## src/rtl/lc3b_mem_pkg.sv

```systemverilog
// Shared encodings for the LC-3b memory-side sequencer: request ops, MDR mux selects
// and FSM states.
package lc3b_mem_pkg;

  typedef enum logic [1:0] {
    OpFetch = 2'b00,
    OpLoad  = 2'b01,
    OpStore = 2'b10,
    OpRsvd  = 2'b11
  } op_e;

  typedef enum logic [1:0] {
    MdrByteSt = 2'b00,
    MdrWordSt = 2'b01,
    MdrToDr   = 2'b10,
    MdrToIr   = 2'b11
  } mdr_mux_e;

  typedef enum logic [1:0] {
    StIdle,
    StAddr,
    StAccess,
    StResp
  } state_e;

  function automatic logic [15:0] sext8(input logic [7:0] b);
    return {{8{b[7]}}, b};
  endfunction

endpackage

```

## src/rtl/mem_wait_timer.sv

```systemverilog
// Saturating ACCESS-cycle counter; expired flags the cycle whose count equals TIMEOUT.
module mem_wait_timer #(
  parameter int unsigned TIMEOUT = 15
) (
  input  logic clk,
  input  logic rst_n,
  input  logic clear,
  input  logic enable,
  output logic expired
);

  localparam int unsigned CntW = (TIMEOUT > 0) ? $clog2(TIMEOUT + 1) : 1;
  localparam logic [CntW-1:0] Limit = CntW'(TIMEOUT);

  logic [CntW-1:0] cnt_q, cnt_d;

  always_comb begin
    cnt_d = cnt_q;
    if (clear) begin
      cnt_d = '0;
    end else if (enable && (cnt_q != Limit)) begin
      cnt_d = cnt_q + CntW'(1);
    end
  end

  always_ff @(posedge clk or negedge rst_n) begin
    if (!rst_n) begin
      cnt_q <= '0;
    end else begin
      cnt_q <= cnt_d;
    end
  end

  // A zero TIMEOUT disables the abort entirely.
  assign expired = (TIMEOUT != 0) && enable && (cnt_q == Limit);

endmodule

```

## src/rtl/lc3b_mem_ctrl.sv

```systemverilog
// LC-3b memory-side sequencer: one request at a time through MAR load, memory handshake
// and a single-cycle response, with misalignment and wait-timeout errors.
module lc3b_mem_ctrl
  import lc3b_mem_pkg::*;
#(
  parameter int unsigned TIMEOUT = 15
) (
  input  logic        clk,
  input  logic        rst_n,
  input  logic        req_valid,
  output logic        req_ready,
  input  logic [1:0]  req_op,
  input  logic        req_byte,
  input  logic [15:0] req_addr,
  input  logic [15:0] req_wdata,
  output logic        resp_valid,
  output logic [15:0] resp_data,
  output logic        resp_err,
  output logic        mem_en,
  output logic [1:0]  mem_we,
  output logic [15:0] mem_addr,
  output logic [15:0] mem_wdata,
  input  logic [15:0] mem_rdata,
  input  logic        mem_r,
  output logic        ld_mar,
  output logic        ld_mdr,
  output logic        ld_ir,
  output logic [1:0]  mdr_mux_ctrl,
  output logic        sext8_ctrl
);

  state_e      state_q, state_d;
  op_e         op_q, op_d;
  logic        byte_q, byte_d;
  logic [15:0] addr_q, addr_d;
  logic [15:0] wdata_q, wdata_d;
  logic [15:0] word_q, word_d;
  logic        err_q, err_d;
  logic        expired;
  logic        bad_req;
  logic        is_store;
  mdr_mux_e    mux_sel;

  // Fetches and non-byte accesses must be word aligned; the reserved op is always rejected.
  assign bad_req  = (op_e'(req_op) == OpRsvd) ||
                    (((op_e'(req_op) == OpFetch) || !req_byte) && req_addr[0]);
  assign is_store = (op_q == OpStore);

  mem_wait_timer #(
    .TIMEOUT(TIMEOUT)
  ) u_wait_timer (
    .clk    (clk),
    .rst_n  (rst_n),
    .clear  (state_q == StAddr),
    .enable (state_q == StAccess),
    .expired(expired)
  );

  always_comb begin
    state_d = state_q;
    op_d    = op_q;
    byte_d  = byte_q;
    addr_d  = addr_q;
    wdata_d = wdata_q;
    word_d  = word_q;
    err_d   = err_q;
    unique case (state_q)
      StIdle: begin
        if (req_valid) begin
          op_d    = op_e'(req_op);
          byte_d  = req_byte;
          addr_d  = req_addr;
          wdata_d = req_wdata;
          err_d   = bad_req;
          state_d = bad_req ? StResp : StAddr;
        end
      end
      StAddr: state_d = StAccess;
      StAccess: begin
        // Ready in the timeout cycle wins over the abort.
        if (mem_r) begin
          if (!is_store) begin
            word_d = mem_rdata;
          end
          state_d = StResp;
        end else if (expired) begin
          err_d   = 1'b1;
          state_d = StResp;
        end
      end
      StResp: state_d = StIdle;
      default: state_d = StIdle;
    endcase
  end

  always_ff @(posedge clk or negedge rst_n) begin
    if (!rst_n) begin
      state_q <= StIdle;
      op_q    <= OpFetch;
      byte_q  <= 1'b0;
      addr_q  <= '0;
      wdata_q <= '0;
      word_q  <= '0;
      err_q   <= 1'b0;
    end else begin
      state_q <= state_d;
      op_q    <= op_d;
      byte_q  <= byte_d;
      addr_q  <= addr_d;
      wdata_q <= wdata_d;
      word_q  <= word_d;
      err_q   <= err_d;
    end
  end

  always_comb begin
    req_ready  = (state_q == StIdle);
    resp_valid = 1'b0;
    resp_data  = '0;
    resp_err   = 1'b0;
    mem_en     = 1'b0;
    mem_we     = 2'b00;
    mem_addr   = '0;
    mem_wdata  = '0;
    ld_mar     = 1'b0;
    ld_mdr     = 1'b0;
    ld_ir      = 1'b0;
    sext8_ctrl = 1'b0;
    mux_sel    = MdrToDr;
    unique case (state_q)
      StIdle: ;
      StAddr: ld_mar = 1'b1;
      StAccess: begin
        mem_en   = 1'b1;
        mem_addr = {addr_q[15:1], 1'b0};
        if (is_store) begin
          if (byte_q) begin
            mem_we    = addr_q[0] ? 2'b10 : 2'b01;
            mem_wdata = {wdata_q[7:0], wdata_q[7:0]};
            mux_sel   = MdrByteSt;
          end else begin
            mem_we    = 2'b11;
            mem_wdata = wdata_q;
            mux_sel   = MdrWordSt;
          end
        end else begin
          ld_mdr = mem_r;
        end
      end
      StResp: begin
        resp_valid = 1'b1;
        resp_err   = err_q;
        if (!err_q) begin
          unique case (op_q)
            OpFetch: begin
              ld_ir     = 1'b1;
              mux_sel   = MdrToIr;
              resp_data = word_q;
            end
            OpLoad: begin
              if (byte_q) begin
                sext8_ctrl = 1'b1;
                resp_data  = sext8(addr_q[0] ? word_q[15:8] : word_q[7:0]);
              end else begin
                resp_data = word_q;
              end
            end
            default: resp_data = '0;
          endcase
        end
      end
      default: ;
    endcase
    mdr_mux_ctrl = mux_sel;
  end

endmodule

```

## config.mk

```make
export PLATFORM = sky130hd
export DESIGN_NAME = lc3b_mem_ctrl
export DESIGN_NICKNAME = d
export VERILOG_FILES = /design/src/rtl/lc3b_mem_pkg.sv /design/src/rtl/mem_wait_timer.sv /design/src/rtl/lc3b_mem_ctrl.sv
export SDC_FILE = /design/constraint.sdc
export NUM_CORES = 1
export LEC_CHECK = 0
export CELL_PAD_IN_SITES_DETAIL_PLACEMENT = 1
export CELL_PAD_IN_SITES_GLOBAL_PLACEMENT = 1
export CORE_MARGIN = 5
export CORE_UTILIZATION = 35
export CTS_CLUSTER_SIZE = 16
export DETAILED_ROUTE_END_ITERATION = 12
export HOLD_SLACK_MARGIN = 0.05
export PLACE_DENSITY = 0.81
export SYNTH_ARGS = -nofsm -noshare
export SYNTH_HDL_FRONTEND = slang
export SYNTH_SLANG_ARGS = --single-unit
```

## constraint.sdc

```tcl
create_clock -name clk -period 3 [get_ports clk]
set_clock_uncertainty 0.15 [all_clocks]
set_input_delay 0.9 -clock clk [delete_from_list [all_inputs] [get_ports clk]]
set_output_delay 0.9 -clock clk [all_outputs]
set_load 0.005 [all_outputs]
```

* Word level (Yosys, flattened, before mapping)
Cells that the tools add are included.
Word-level totals: register bits 58, bits of input ports 55, output and inout port bits 60, word-level logic and storage cells 79
Cells by class: $add $sub $neg 1, equality and inequality tests 12, mux-type cells 42, bitwise gates (word level) 1, reduce and logical (&&, ||, !) cells 15
Operators by type and width (count):
- 16-bit two-way mux | 7
- 16-bit case mux with 2 select lines | 1
- 1-bit two-way mux | 19
- 2-bit two-way mux | 9
- 2-bit equality test (second input constant) | 4
- 4-bit two-way mux | 2
- 8-bit two-way mux | 1
- 2-bit case mux with 4 select lines | 1
- 2-bit logical NOT | 3
- 2-bit inequality test (second input constant) | 3
- 4-bit by 1-bit adder with 4-bit output (second input constant) | 1
- 2-bit by 1-bit equality test with 1-bit output (second input constant) | 2
- 4-bit equality test (second input constant) | 1
- 4-bit inequality test (second input constant) | 1
- 2-bit case mux with 2 select lines | 1
- 2-bit AND reduction | 2
- 4-bit AND reduction | 1
- 2-bit nonzero test | 2
- 1-bit logical AND | 3
- 3-bit inequality test (second input constant) | 1
- 3-bit AND reduction | 1
- 1-bit logical OR | 2
- 1-bit case mux with 2 select lines | 1
- 1-bit logical NOT | 1
- 1-bit NOT | 1

* Depth between registers and ports, before layout
depth after elaboration 7, mapped depth 6, depth with buffers taken out 5

* Hierarchy
From an unflattened synthesis, not the netlist that was laid out.
Unflattened totals: cell total of the unflattened synthesis 251, area, all modules 2995.4 um2
By module, submodules not included:
- lc3b_mem_ctrl | times used 1, cells each 230, area each 2756.4 um2, sequential area each 1351.3 um2
- mem_wait_timer | times used 1, cells each 21, area each 239.0 um2, sequential area each 100.1 um2

* Least setup slack after synthesis
OpenSTA, ideal clock, no wires.
path kind in2out, from input port mem_r, to output port ld_mdr, data arrival time 1481 ps, required time 1950 ps, path slack 469 ps, cell stages on the path 3, path buffers 1, cells stage by stage inv_1 > nor3_4 > buf_6
On the way: longest elaborated chain between the ends 2
RTL lines:
- from (decl) | line lc3b_mem_ctrl.sv:24 | input logic mem_r,
- 1-bit two-way mux | line lc3b_mem_ctrl.sv:136 | if (is_store) begin
- 1-bit two-way mux | line lc3b_mem_ctrl.sv:130 | unique case (state_q)
- to (decl) | line lc3b_mem_ctrl.sv:26 | output logic ld_mdr,
No other way between the ends.

* Worst setup path in the final report
from register addr_q[0], to output port resp_data[11]
On the way: longest elaborated chain between the ends 5
RTL lines:
- from (decl) | line lc3b_mem_ctrl.sv:35 | logic [15:0] addr_q, addr_d;
- from (signal assigned) | line lc3b_mem_ctrl.sv:109 | addr_q <= addr_d;
- 8-bit two-way mux | line lc3b_mem_ctrl.sv:163 | resp_data = sext8(addr_q[0] ? word_q[15:8] : word_q[7:0]);
- 16-bit two-way mux | line lc3b_mem_ctrl.sv:161 | if (byte_q) begin
- 16-bit case mux with 2 select lines | line lc3b_mem_ctrl.sv:154 | unique case (op_q)
- 16-bit two-way mux | line lc3b_mem_ctrl.sv:153 | if (!err_q) begin
- 16-bit two-way mux | line lc3b_mem_ctrl.sv:130
- to (decl) | line lc3b_mem_ctrl.sv:17 | output logic [15:0] resp_data,
No other way between the ends.

==> qor.txt <==
LOGIC SYNTHESIS
-------------------------------------------------------------------------------------
Post-synth ARST share                                                            100%
Avg Synthesized Cell Area                                                    11.7 µm²
Share of Yosys cell area claimed by the top area cell type                      49.2%
Cell area after synthesis                                                 0.00295 mm²
Total of flip-flops plus latches after synthesis                                   58
Prevailing post-synth register cell                                      sky130_fd_sc_hd__dfrtp_1
Library cell occupying the most area in the post-synthesis netlist       sky130_fd_sc_hd__dfrtp_1
Number of nets in the synthesized netlist                                         312
Cells after Synth                                                                 252
Number of warnings issued by yosys                                                  0
Leading post-synthesis cells by cell area                                sky130_fd_sc_hd__dfrtp_1 (49%), sky130_fd_sc_hd__mux2_2 (16%), sky130_fd_sc_hd__mux2i_1 (5.8%), sky130_fd_sc_hd__mux2_4 (4.6%), sky130_fd_sc_hd__and2_1 (3.8%)
Number of enable-type register cells in the synthesized netlist                     0
Count of cell types in the netlist                                                 34
Portion of the post-synthesis area used by sequential elements                  49.2%

CTS
-------------------------------------------------------------------------------------
Clock latency on the worst-skew pair                                          0.32 ns
Buffers from clock root to sink, at most                                            2
TritonCTS clock tree                                                            built
Clock H-tree levels                                                                 3
Clock transition at path regs                                                 0.07 ns
CTS buffer count                                                                    9
Cell at the root of the clock tree                                       sky130_fd_sc_hd__clkbuf_8
Clock sink count                                                                   58

STA
-------------------------------------------------------------------------------------
Endpoints failing setup                                                             0
Slack of the critical path                                                  0.0538 ns
Worst slew margin relative to its limit                                         58.9%
Final Hold Fails                                                                    0
Max-slew violation count                                                            0
Sum of negative setup slack                                                      0 ns
Slew @ Worst Pin                                                             0.617 ns
FMAX                                                                          339 MHz
Tcrit/Tclk final                                                                98.2%
Worst slack on hold paths                                                    0.349 ns
Minimum period implied by the final worst setup slack                         2.95 ns
Setup repair after global routing missed its margin                               yes

CRITICAL PATH
-------------------------------------------------------------------------------------
Data required time at the worst endpoint                                      1.95 ns
Critical Path Max Stage Delay                                                 0.52 ns
Critical Path Source Type                                                   flip-flop
Critical path cell sequence                                              mux2_2 -> nand3_2 -> a21oi_1 -> clkdlybuf4s50_1
Max FO, Critical Path                                                               7
Cell type of the slowest stage on the worst timing path                  sky130_fd_sc_hd__clkdlybuf4s50_1
Endpoint class of the critical path                                        output pin
Worst EP arrival                                                              1.90 ns
Category of the critical setup timing path                                 reg -> out

DETAILED ROUTING
-------------------------------------------------------------------------------------
Routed wire length per instance                                               18.0 µm
Total wire length after detailed routing                                      8780 µm
Detailed-router iteration count before antenna repair                               4
Via count                                                                        2425
Post-detailed-route via-to-cell ratio                                            4.98
DRC violation count after routing                                                   0
Final ANT Viol Nets                                                                 0
DRT iter0 DRCs                                                                     66

PLACE
-------------------------------------------------------------------------------------
Routability congestion estimate from global placement                           0.776
Count of buffers from port buffering                                              113
Worst Setup Slack post-DPL                                                  -0.310 ns
Half-perimeter wire length of the detailed placement result                   6400 µm
Post-detailed-placement cell area                                         0.00423 mm²

OUTCOME
-------------------------------------------------------------------------------------
Status                                                                      completed

DIE
-------------------------------------------------------------------------------------
Die height                                                                     102 µm
Die footprint                                                              0.0104 mm²
Area of the core                                                          0.00822 mm²
Number of cell rows                                                                33
Starting utilization of the core area                                           35.9%
Die width                                                                      102 µm
Ports placed on the boundary                                                      115

MIN PATH
-------------------------------------------------------------------------------------
Min-Delay Path Class                                                       reg -> reg

GLOBAL ROUTE
-------------------------------------------------------------------------------------
Number of antenna violations at the first check in global routing                   0
Most used routing layer                                                          met2
Met2 track demand over resource in global routing                               30.8%
Wire length of the first global-routing pass                                 14100 µm
Met1 Usage GRT                                                                  21.0%
Via count of the first global-routing pass                                       2757
Sum of overflow across all layers after global routing                              0
Pin count of the biggest net entering global routing                               35
Global-route usage over all layers                                              17.5%
Grt met3 use                                                                    5.19%

PWR
-------------------------------------------------------------------------------------
Peak supply drop                                                           0.000387 V
Leakage component of the power                                             0.00203 µW
Pwr per Cell Area                                                          928 mW/mm²

LAYOUT
-------------------------------------------------------------------------------------
Most frequent standard cell in the layout excluding fill and tap cells   sky130_fd_sc_hd__clkdlybuf4s50_1
Share of cells above drive strength 1                                           25.4%
P&R area growth vs syn                                                          54.2%
Commonest non-fill, non-tap cells in the layout                          sky130_fd_sc_hd__clkdlybuf4s50_1 (108), sky130_fd_sc_hd__dfrtp_1 (57), sky130_fd_sc_hd__mux2_2 (43)
Cell area after layout                                                    0.00455 mm²
Post-layout net count                                                             437
Number of diodes                                                                    0

JOB
-------------------------------------------------------------------------------------
Maximum Capacitance Violations                                                      0

-- timing repair --
item | CTS | global route
buffers inserted | 3 | 1
pin swaps | 1 | 2
resized for setup | 8 | 12
endpoints found under the hold margin | 0 | 0
setup endpoints to repair | 50 | 46
hold buffers | 0 | 0
-- power breakdown --
part / switching, µW / total, µW / internal, µW
Combinational: 803 / 1940 / 1130
Clock: 316 / 851 / 535
Sequential: 264 / 1440 / 1170
-- registers in the layout, indices dropped and copies added (netlist names) --
name,flops
op_q,2
u_wait_timer.cnt_q,4
addr_q,16
word_q,16
state_q,2
wdata_q,16
byte_q,1
err_q,1
-- synth_stat cells, drive strengths merged, types with 3 or more instances --
master / n
dfrtp: 58
mux2: 52
nor2: 20
and2: 18
mux2i: 17
a21oi: 12
nand2: 11
and3: 10
buf: 9
inv: 7
clkbuf: 5
ha: 5
nand3: 5
o21ai: 4
nor2b: 3
-- cell type report --
class | instances | area, µm²
Fill cell | 874 | 3660
Sequential cell | 58 | 1450
Multi-Input combinational cell | 173 | 1440
Timing Repair Buffer | 128 | 1260
Clock buffer | 12 | 165
Tap cell | 105 | 131
Clock inverter | 4 | 72.6
Inverter | 7 | 26.3
-- kinds of logic after synthesis --
| family | Yosys count | share of synthesized area (%) |
|---|---|---|
| AOI/OAI and AO/OA | 27 | 5.85 |
| adders and majority gates | 5 | 2.12 |
| DFF | 58 | 49.2 |
| muxes | 69 | 26.7 |
| and+or+nand+nor | 71 | 12.6 |
| buffers and inverters | 21 | 3.35 |
| other | 1 | 0.127 |
-- worst max-delay path, delay by kind of cell, from the launching register on --
| kind | cells | cell delay (ns) |
|---|---|---|
| buf+inv | 1 | 0.52 |
| flops | 1 | 0.44 |
| mux | 1 | 0.27 |
| compound gates | 1 | 0.19 |
| simple gates | 1 | 0.16 |
-- worst paths after layout --
path	slack (ns)	cells after the start	to	startpoint
worst max-delay path	0.05	4	resp_data[11]	addr_q[0]
worst min-delay path	0.35	1	addr_q[13]	addr_q[13]
worst min register to register	0.35	1	addr_q[13]	addr_q[13]
min in group asynchronous	0.43	1	word_q[2]	rst_n
max in group asynchronous	1.64	2	op_q[0]	rst_n
worst max register to register	0.89	7	word_q[0]	state_q[0]
-- routing by layer --
layer	wire (µm)	up-vias	part of all wire [%]
met3	617	5	7.0
met5	0	-	0
met1	3670	1208	42
met4	34	0	0.39
met2	4460	82	51
li1	-	1130	-
-- through the flow --
step           std cells  util [%]  power, µW
2_1_floorplan        252         -       2510
3_3_place_gp         467      51.5       3200
3_5_place_dp         467      51.5       3290
4_1_cts              486      55.0       4240
5_1_grt              487      55.4       4520
6_report             487      55.4       4220
(Power assumes the default switching activity.)
